**config.mk**
```make
export PLATFORM = sky130hd
export DESIGN_NAME = division_unit
export DESIGN_NICKNAME = d
export VERILOG_FILES = /design/src/rtl/division_unit.sv
export SDC_FILE = /design/constraint.sdc
export NUM_CORES = 1
export LEC_CHECK = 0
export CAP_MARGIN = 20
export CORE_UTILIZATION = 35
export DETAILED_ROUTE_END_ITERATION = 16
export SLEW_MARGIN = 20
export SYNTH_ARGS = -nofsm -noshare
export SYNTH_HDL_FRONTEND = slang
export SYNTH_SLANG_ARGS = --single-unit
```
**constraint.sdc**
```tcl
create_clock -name clk -period 3.4 [get_ports clk]
set_clock_uncertainty 0.2 [all_clocks]
set_input_delay 0.68 -clock clk [delete_from_list [all_inputs] [get_ports clk]]
set_output_delay 0.68 -clock clk [all_outputs]
set_load 0.02 [all_outputs]
```
**src/rtl/division_unit.sv**
```systemverilog
// Restoring shift-subtract unsigned divider.
// Produces quotient and remainder in 2*WORD_WIDTH cycles; divide-by-zero returns in one.
module division_unit #(
  parameter int WORD_WIDTH = 8
) (
  input  logic                  clk,
  input  logic                  reset_n,
  input  logic                  enable,
  input  logic [WORD_WIDTH-1:0] dividend,
  input  logic [WORD_WIDTH-1:0] divisor,
  output logic                  valid,
  output logic                  div_by_zero,
  output logic [WORD_WIDTH-1:0] quotient,
  output logic [WORD_WIDTH-1:0] remainder
);

  localparam int CW = $clog2(WORD_WIDTH) + 1;

  typedef enum logic [1:0] {
    DIV_IDLE,
    DIV_SHIFT,
    DIV_SUB,
    DIV_OUTPUT
  } state_t;

  state_t                state;
  logic [WORD_WIDTH:0]   r;
  logic [WORD_WIDTH-1:0] q;
  logic [WORD_WIDTH-1:0] d;
  logic [CW-1:0]         cnt;

  logic [WORD_WIDTH:0]   d_ext;
  logic                  ge;
  logic [WORD_WIDTH:0]   r_next;
  logic [WORD_WIDTH-1:0] q_next;
  logic [CW-1:0]         cnt_next;
  logic                  done;

  // One restoring step: subtract when the partial remainder covers D.
  always_comb begin
    d_ext    = {1'b0, d};
    ge       = (r >= d_ext);
    r_next   = ge ? (r - d_ext) : r;
    q_next   = {q[WORD_WIDTH-1:1], ge};
    cnt_next = cnt + 1'b1;
    done     = (cnt_next == CW'(WORD_WIDTH));
  end

  always_ff @(posedge clk) begin
    if (!reset_n) begin
      state       <= DIV_IDLE;
      r           <= '0;
      q           <= '0;
      d           <= '0;
      cnt         <= '0;
      valid       <= 1'b0;
      div_by_zero <= 1'b0;
      quotient    <= '0;
      remainder   <= '0;
    end else begin
      unique case (state)
        DIV_IDLE: begin
          if (enable) begin
            if (divisor != '0) begin
              q           <= dividend;
              d           <= divisor;
              r           <= '0;
              cnt         <= '0;
              div_by_zero <= 1'b0;
              state       <= DIV_SHIFT;
            end else begin
              quotient    <= '1;
              remainder   <= dividend;
              div_by_zero <= 1'b1;
              valid       <= 1'b1;
              state       <= DIV_OUTPUT;
            end
          end
        end
        DIV_SHIFT: begin
          // R msb is always 0 here since R < D before the shift.
          {r, q} <= {r[WORD_WIDTH-1:0], q, 1'b0};
          state  <= DIV_SUB;
        end
        DIV_SUB: begin
          r   <= r_next;
          q   <= q_next;
          cnt <= cnt_next;
          if (done) begin
            quotient  <= q_next;
            remainder <= r_next[WORD_WIDTH-1:0];
            valid     <= 1'b1;
            state     <= DIV_OUTPUT;
          end else begin
            state <= DIV_SHIFT;
          end
        end
        DIV_OUTPUT: begin
          if (!enable) begin
            valid <= 1'b0;
            state <= DIV_IDLE;
          end
        end
        default: state <= DIV_IDLE;
      endcase
    end
  end

endmodule

```
* Yosys cells after proc, flatten, opt, wreduce, memory -nomap -nowiden
Index checks and enable logic that the tools add are counted.
** Word-level totals
- Flip-flop bits (word level) :: 49
- Latch bits :: 0
- Memory bits (writable) :: 0
- Memory bits (read-only) :: 0
- Bits of input ports :: 19
- Output and inout port bits :: 18
- Word-level logic and storage cells :: 69
- Memories :: 0
** Cells by class
- Add/subtract/negate cells :: 2
- Multipliers :: 0
- Div/mod/pow operators :: 0
- Magnitude comparators :: 1
- Eq/ne operators :: 10
- Shift operators :: 0
- Multiplexer cells :: 29
- Bitwise logic cells :: 1
- Reduce and logical (&&, ||, !) cells :: 15
** Operators with widths (number)
- 8-bit 2-to-1 mux :: 8
- 8-bit one-hot mux with 2 select lines :: 2
- 9-bit 2-to-1 mux :: 3
- 9-bit one-hot mux with 3 select lines :: 1
- 8-bit one-hot mux with 3 select lines :: 1
- 2-bit != test (second input constant) :: 6
- 4-bit AND reduction :: 3
- 9-bit by 8-bit greater-or-equal comparator with 1-bit output :: 1
- 3-bit AND reduction :: 3
- 9-bit by 8-bit subtractor with 9-bit output :: 1
- 2-bit 2-to-1 mux :: 4
- 4-bit 2-to-1 mux :: 2
- 2-bit one-hot mux with 4 select lines :: 1
- 4-bit one-hot mux with 2 select lines :: 1
- 8-bit nonzero test :: 1
- 3-bit nonzero test :: 2
- 1-bit 2-to-1 mux :: 5
- 5-bit AND reduction :: 1
- 4-bit by 1-bit adder with 4-bit output (second input constant) :: 1
- 2-bit == test (second input constant) :: 2
- 4-bit == test (second input constant) :: 1
- 2-bit AND reduction :: 2
- 2-bit nonzero test :: 2
- 1-bit one-hot mux with 3 select lines :: 1
- 3 further kinds :: 3

* Longest topological paths before layout
Gate-level depths: netlist of run 1.
- Word-level depth :: 4
- Depth in mapped cells :: 10
- Gate-level depth less buffers :: 10

* Worst setup path before layout of run 1
No wires, ideal clock.
- Path kind :: reg2reg
- From :: register r[6]
- To :: register r[1]
- Setup time :: 128 ps
- Data arrival time :: 1957 ps
- Required time :: 3072 ps
- Path slack :: 1115 ps
- Stages on the path, launching flop included :: 9
- Buffers on the path :: 1
- Clock period less this slack :: 2285 ps
- Path through :: dfxtp_1 > ha_1 > buf_4 > a21oi_1 > o221ai_1 > a21oi_2 > mux2_2 > a222oi_1 > nor3b_1
** Between the ends
- Longest elaborated chain between the ends :: 3
** RTL lines
- start, declared :: line 27 : logic [WORD_WIDTH:0] r;
- start signal, assigned :: line 82 : {r, q} <= {r[WORD_WIDTH-1:0], q, 1'b0};
- start signal, assigned :: line 86 : r <= r_next;
- 9-bit by 8-bit greater-or-equal comparator with 1-bit output :: line 42 : ge = (r >= d_ext);
- 9-bit 2-to-1 mux :: line 43 : r_next = ge ? (r - d_ext) : r;
- 9-bit one-hot mux with 3 select lines :: line 61 : unique case (state)
No other way between the ends. The select of a mux whose other input is x is not followed.
A chain may end at the register's enable or synchronous reset.

* Worst setup path in the final report of run 1
- From :: input divisor[3]
- To :: register remainder[0]
** Between the ends
- Longest elaborated chain between the ends :: 3
** RTL lines
- start, declared :: line 10 : input logic [WORD_WIDTH-1:0] divisor,
- 8-bit nonzero test :: line 64 : if (divisor != '0) begin
- 2-bit != test (no source line)
- 4-bit AND reduction (no source line)
- end signal, assigned :: line 73 : remainder <= dividend;
- end signal, assigned :: line 91 : remainder <= r_next[WORD_WIDTH-1:0];
- end, declared :: line 14 : output logic [WORD_WIDTH-1:0] remainder
No other way between the ends.

==> flow_metrics.py, run 1 <==
metrics = {
    "synthesis": {
        "synth_seq_area_share_pct": 33.3,
        "post_synth_num_cell_types": 61,
        "yosys_register_bits": 49,
        "synth_edf_count": 0,
        "synth.yosys.warnings": 0,
        "synth_top_cell_area_share_pct": 33.3,
        "synth_cells": 349,
        "synthesis.area_mm2": 0.00295,
        "syn_area_per_cell_um2": 8.45,
        "mappedNetlistNets": 383,
        "leading_register_cell_type_out_of_synthesis": "dfxtp_1",
        "synthDominantAreaCellType": "dfxtp_1",
        "netlist_top_cells_count": "49 x dfxtp_1, 40 x nand2_1, 25 x nand3_1, 21 x o21ai_0, 20 x a21oi_1",
        "leading_cell_type_by_number_of_instances_after_synthesis": "dfxtp_1",
        "ys_async_sr_fraction_pct": 0,
        "synth.area.top_cells": "dfxtp_1 33%, ha_1 5.9%, nand2_1 5.1%",
    },
    "setup_path": {
        "cp.arrival_ns": 2.73,
        "critPathSlowestCell": "clkdlybuf4s50_1",
        "worst_r2r_path_depth": 8,
        "criticalPathCategory": "primary input to register",
        "worst-path-stages": 8,
        "timing.critical_path.buf_inv": 2,
        "crit_path_max_incr_delay_ns": 0.46,
        "critPathLaunchType": "primary input",
        "cp_top_family": "buffers and inverters",
        "cp_data_required_time_ns": 3.39,
        "crit_path_frequent_cell": "a21oi_1",
        "critical_path.max_fanout": 10,
        "cp_cell_sequence": "clkdlybuf4s50_1 -> nor4_4 -> nand3_1 -> nand2_1 -> o211ai_1 -> buf_4 -> a21oi_1 -> a21oi_1",
        "timing.critical_path.to_type": "register",
    },
    "power": {
        "fin_total_pwr_w": 0.00261,
        "leakage_nw": 1.36,
        "power.ir.vdd_worst_v": 0.000407,
        "pwr_density_cell_mw_per_mm2": 751,
    },
    "global_routing": {
        "grt_max_degree": 42,
        "global_route_usage_over_all_layers_pct": 16.6,
        "global_route_wire_length_before_repair_um": 11500,
        "antenna_violations_before_repair": 0,
        "via_count_of_the_first_global_routing_pass": 2446,
        "grt_overflow": 0,
    },
    "sta": {
        "worst_slew_margin_rel_pct": 33.2,
        "hold_violations": 0,
        "finalMaxSlewViolations": 0,
        "grt_setup_unrepaired": "false",
        "setup-tns-final_ns": 0,
        "min_period_over_period_pct": 80.7,
        "setup_failing_eps_final": 0,
        "final_critical_path_setup_slack_ns": 0.657,
        "post-route-min-period_ns": 2.74,
        "fmax_mhz": 365,
        "worst_margin_pin_slew_ns": 0.998,
    },
    "floorplanning": {
        "die-width_um": 93.8,
        "core_mm2": 0.00818,
        "die_y_um": 93.8,
        "placementRows": 33,
        "dieArea_mm2": 0.00879,
        "start_util_pct": 36.1,
        "io-pin-count": 37,
    },
    "drt": {
        "ant_nets": 0,
        "detail_route.first_pass.iterations": 5,
        "detailroute.via_count": 2597,
        "drt_drc_violations_left": 0,
        "wl_per_cell_um": 14.5,
        "drt_iter0_markers": 123,
        "wl_um": 7000,
        "routed_via_density": 5.38,
    },
    "min_path": {
        "timing.hold.worst_path_depth": 2,
        "worstHoldPathType": "register to register",
    },
    "clock_network": {
        "cts.clk_slew.worst_paths_ns": 0.09,
        "cts_inserted_buffers": 5,
        "clock_sink_count": 49,
        "htree_levels": 2,
        "worstSkewPairLatency_ns": 0.30,
        "max-clock-path-buffers": 2,
        "cts.repair_timing.setup_buffer_count": 0,
        "cts_hold_repair.buffers": 0,
        "cts.root.buffer_cell": "clkbuf_8",
        "tritoncts": "yes",
        "cts_repair_resize_count": 0,
    },
    "finish": {
        "fillers": 853,
        "antenna_cells_inserted": 0,
        "seq_area_um2": 981,
        "multi_input_area_mm2": 0.00175,
        "finalCoreUtilization_pct": 42.5,
        "layout_cells_sized_above_1_pct": 8.73,
        "fin_nets": 411,
        "synthToLayoutAreaGrowth_pct": 18.0,
    },
    "place": {
        "numPortBuffers": 36,
        "detailedPlacementHpwl_um": 5180,
        "place_worst_setup_slack_ns": 0.329,
        "gpl.final_weighted_congestion": 0.803,
    },
    "status": {
        "run_status": "finished clean",
    },
    "flow_run": {
        "drv_cap": 0,
    },
}
-- state kept, by name, indices dropped and copies added, names as in the netlist --
name / cells
r: 9
valid: 1
state: 2
d: 8
div_by_zero: 1
cnt: 4
remainder: 8
q: 8
quotient: 8
-- layout by cell type, fill, tap and decap left out, drive strengths merged, types with 5 or more instances in the layout --
cell	netlist	final
clkbuf	14	6
a21o	7	7
inv	16	16
a211oi	5	5
ha	14	14
nand3	25	25
a21oi	22	22
nor2b	5	5
a21boi	18	18
dfxtp	49	49
o21ai	26	26
clkdlybuf4s50	0	36
mux2i	6	6
nand2b	8	8
nand2	40	40
buf	9	8
nor2	13	13
and2	6	6
o211a	10	10
-- worst register-to-register path: stages (launching register included) --
cell,delay (ns)
dfxtp_1,0.44
ha_1,0.31
a21oi_2,0.22
o221ai_1,0.15
a21oi_2,0.33
buf_4,0.25
mux2i_1,0.32
a211oi_1,0.12
a31o_2,0.25
-- metal layers --
layer | share of wire, % | wire, um | track usage [%]
met5 | 0 | 0 | 0
met4 | 1.9 | 130 | 5.77
met3 | 4.0 | 277 | 2.83
met2 | 47 | 3280 | 28.3
met1 | 47 | 3310 | 20.9
-- cell type report --
class | instances | area share (%)
clock inverter | 2 | 1.08
clock buffer | 6 | 2.37
tap | 105 | 3.78
multi-input combinational | 260 | 50.3
timing repair buffer | 44 | 12.5
sequential | 49 | 28.2
inverter | 17 | 1.84
-- through the flow --
| step | cells | hold WS [ns] | instance area, um2 |
|---|---|---|---|
| 2_1_floorplan | 349 | 0.243 | 2950 |
| 3_3_place_gp | 475 | 0.242 | 3360 |
| 3_5_place_dp | 475 | 0.250 | 3360 |
| 4_1_cts | 483 | 0.262 | 3480 |
| 5_1_grt | 483 | 0.293 | 3480 |
| 6_report | 483 | 0.260 | 3480 |
-- final timing paths --
check,from,end,slack [ns]
hold reg to reg,quotient[6]$_SDFFE_PN0P_,quotient[6]$_SDFFE_PN0P_,0.26
hold / removal,quotient[6]$_SDFFE_PN0P_,quotient[6]$_SDFFE_PN0P_,0.26
setup reg to reg,r[4]$_SDFFE_PN0P_,remainder[4]$_SDFFE_PN0P_,0.70
setup / recovery,divisor[3],remainder[0]$_SDFFE_PN0P_,0.66
-- where the power goes --
| part | total [W] | leakage [nW] | switching (W) | internal, W |
|---|---|---|---|---|
| clock network | 0.000440 | 0.0574 | 0.000200 | 0.000239 |
| logic | 0.00135 | 0.901 | 0.000786 | 0.000565 |
| registers | 0.000819 | 0.401 | 0.0000907 | 0.000728 |
-- kinds of logic (layout without fill, tap and decap cells) --
kind of cell             after synthesis  in the layout  share of synthesized area, %
multiplexers                           7              7                          2.42
flip-flops                            49             49                          33.3
AO/OA/AOI/OAI                        120            120                          29.1
AND/OR/NAND/NOR                      114            114                          19.9
XOR/XNOR                               4              4                          1.19
adder cells (fa/ha/maj)               15             15                          6.62
buffers and inverters                 40             69                          7.43
Note: power is estimated with default switching activity, not from simulation.
==> run 2: changes to the inputs <==
clock period = 2.7 ns   (was 3.4 ns; I/O delays follow)
==> flow_metrics.py, run 2 (synthesis results as in run 1) <==
metrics = {
    "power": {
        "p_sw_w": 0.00141,
        "p_comb_share_pct": 53.2,
        "pwr_density_cell_mw_per_mm2": 975,
        "power.share.switching_pct": 39.8,
        "leakage_nw": 1.45,
        "seq_power_share_pct": 29.2,
        "p_clk_share_pct": 17.5,
        "power.ir.vdd_worst_v": 0.000585,
        "fin_total_pwr_w": 0.00354,
        "p_int_w": 0.00213,
    },
    "drt": {
        "detail_route.first_pass.iterations": 4,
        "ant_nets": 0,
        "detailroute.via_count": 2652,
        "drt_iter0_markers": 173,
        "wl_per_cell_um": 14.7,
        "drt_drc_violations_left": 0,
        "routed_via_density": 5.34,
        "wl_um": 7310,
    },
    "setup_path": {
        "r2r_slack_ns": 0.14,
        "criticalPathCategory": "register to register",
        "worstReg2RegStart": "r[0]$_SDFFE_PN0P_",
        "worst-path-stages": 8,
        "crit_path_max_incr_delay_ns": 0.57,
        "timing.critical_path.buf_inv": 1,
        "r2r-end": "remainder[7]$_SDFFE_PN0P_",
        "crit_path_frequent_cell": "mux2i_1",
        "critical_path.max_fanout": 4,
        "cp.arrival_ns": 2.55,
        "critPathSlowestCell": "or4b_1",
        "cp_data_required_time_ns": 2.69,
        "cp-startpoint": "r[0]$_SDFFE_PN0P_",
        "critical_path.endpoint": "remainder[7]$_SDFFE_PN0P_",
        "worst_r2r_path_depth": 8,
        "cp_top_family": "simple AND/OR/NAND/NOR gates",
        "critPathLaunchType": "register",
        "cp_cell_sequence": "inv_1 -> ha_1 -> nand2b_1 -> a211oi_2 -> mux2i_1 -> or4b_1 -> mux2i_1 -> a21oi_1",
        "timing.critical_path.to_type": "register",
    },
    "sta": {
        "setup_failing_eps_final": 0,
        "post-route-min-period_ns": 2.56,
        "worst_margin_pin_slew_ns": 0.735,
        "setup-tns-final_ns": 0,
        "finalMaxSlewViolations": 0,
        "grt_setup_unrepaired": "false",
        "worst_hold_slack_ns": 0.255,
        "fmax_mhz": 391,
        "hold_violations": 0,
        "worst_slew_margin_rel_pct": 50.8,
        "min_period_over_period_pct": 94.7,
    },
    "floorplanning": {
        "die-width_um": 93.8,
        "io-pin-count": 37,
        "start_util_pct": 36.1,
        "placementRows": 33,
        "die_y_um": 93.8,
        "core_mm2": 0.00818,
        "dieArea_mm2": 0.00879,
    },
    "global_routing": {
        "grt_max_degree": 38,
        "global_route_wire_length_before_repair_um": 12100,
        "global_route_usage_over_all_layers_pct": 17.5,
        "grt_overflow": 0,
        "via_count_of_the_first_global_routing_pass": 2507,
        "antenna_violations_before_repair": 0,
    },
    "finish": {
        "antenna_cells_inserted": 0,
        "top_register": "r",
        "fillers": 844,
        "layout_common_cells": "49 x dfxtp_1, 40 x nand2_1, 36 x clkdlybuf4s50_1",
        "largest_register_ff_count": 9,
        "finalCoreUtilization_pct": 44.5,
        "fin_cells": 497,
        "layout_cells_sized_above_1_pct": 12.0,
        "fin_nets": 425,
        "layout_commonest_cell": "dfxtp_1",
        "synthToLayoutAreaGrowth_pct": 23.4,
    },
    "clock_network": {
        "cts.root.buffer_cell": "clkbuf_8",
        "max-clock-path-buffers": 2,
        "cts_inserted_buffers": 5,
        "clock_sink_count": 49,
        "cts.clk_slew.worst_paths_ns": 0.09,
        "htree_levels": 2,
        "worstSkewPairLatency_ns": 0.30,
        "cts.repair_timing.setup_buffer_count": 0,
        "tritoncts": "yes",
    },
    "place": {
        "numPlacedInstances": 489,
        "detailedPlacementHpwl_um": 5470,
        "numPortBuffers": 36,
        "gpl.final_weighted_congestion": 0.835,
    },
    "status": {
        "run_status": "finished clean",
    },
    "min_path": {
        "worstHoldPathType": "register to register",
    },
    "flow_run": {
        "drv_cap": 0,
    },
}
[run 2: per-stage QoR]
step | area [um2] | setup slack [ns]
2_1_floorplan | 2950 | 0.415
3_3_place_gp | 3490 | -0.00594
3_5_place_dp | 3490 | -0.0508
4_1_cts | 3620 | 0.0972
5_1_grt | 3640 | 0.0174
6_report | 3640 | 0.143
[run 2: power by group through the flow]
stage / logic, W / clock network, W / registers [W]
6_report: 0.00189 / 0.000622 / 0.00104
5_1_grt: 0.00206 / 0.000660 / 0.00106
4_1_cts: 0.00187 / 0.000637 / 0.00104
3_5_place_dp: 0.00187 / 0 / 0.00105
3_3_place_gp: 0.00185 / 0 / 0.00105
2_1_floorplan: 0.00108 / 0 / 0.00116
[run 2: worst min path at each step]
stage,from,to,depth (start not counted),slack [ns]
4_1_cts,quotient[1]$_SDFFE_PN0P_,quotient[1]$_SDFFE_PN0P_,2,0.26
5_1_grt,quotient[1]$_SDFFE_PN0P_,quotient[1]$_SDFFE_PN0P_,2,0.28
3_3_place_gp,quotient[1]$_SDFFE_PN0P_,quotient[1]$_SDFFE_PN0P_,2,0.24
6_report,quotient[5]$_SDFFE_PN0P_,quotient[5]$_SDFFE_PN0P_,2,0.25
2_1_floorplan,d[5]$_SDFFE_PN0P_,d[5]$_SDFFE_PN0P_,2,0.24
3_5_place_dp,quotient[1]$_SDFFE_PN0P_,quotient[1]$_SDFFE_PN0P_,2,0.25
[run 2: layout make-up]
| cell class | count | area (um2) | share of cell area [%] |
|---|---|---|---|
| Clock inverter | 3 | 65.1 | 1.79 |
| Inverter | 17 | 63.8 | 1.75 |
| Multi-Input combinational cell | 260 | 1760 | 48.5 |
| Tap cell | 105 | 131 | 3.61 |
| Clock buffer | 5 | 68.8 | 1.89 |
| Sequential cell | 49 | 981 | 27.0 |
| Timing Repair Buffer | 58 | 563 | 15.5 |
[run 2: per-layer routing]
layer	part of all wire [%]	GRT usage (%)
met5	0	0
met4	0.88	4.23
met3	2.8	2.75
met2	49	29.6
met1	47	23.2
[run 2: repair_timing]
action	in CTS	in global routing
gates resized for setup	0	2
endpoints found under the setup margin	0	5
endpoints found under the hold margin	0	0
hold buffers	0	0
[run 2: worst register-to-register path, cell delays in order (launching register included)]
cell	delay, ns
dfxtp_1	0.39
inv_1	0.07
ha_1	0.22
nand2b_1	0.18
a211oi_2	0.28
mux2i_1	0.11
or4b_1	0.57
mux2i_1	0.31
a21oi_1	0.11
==> run 3: changes to the inputs <==
CORE_MARGIN = 1   (was default)
==> results of run 3 <==
Final layout, timing and power as in run 2 (identical DEF).
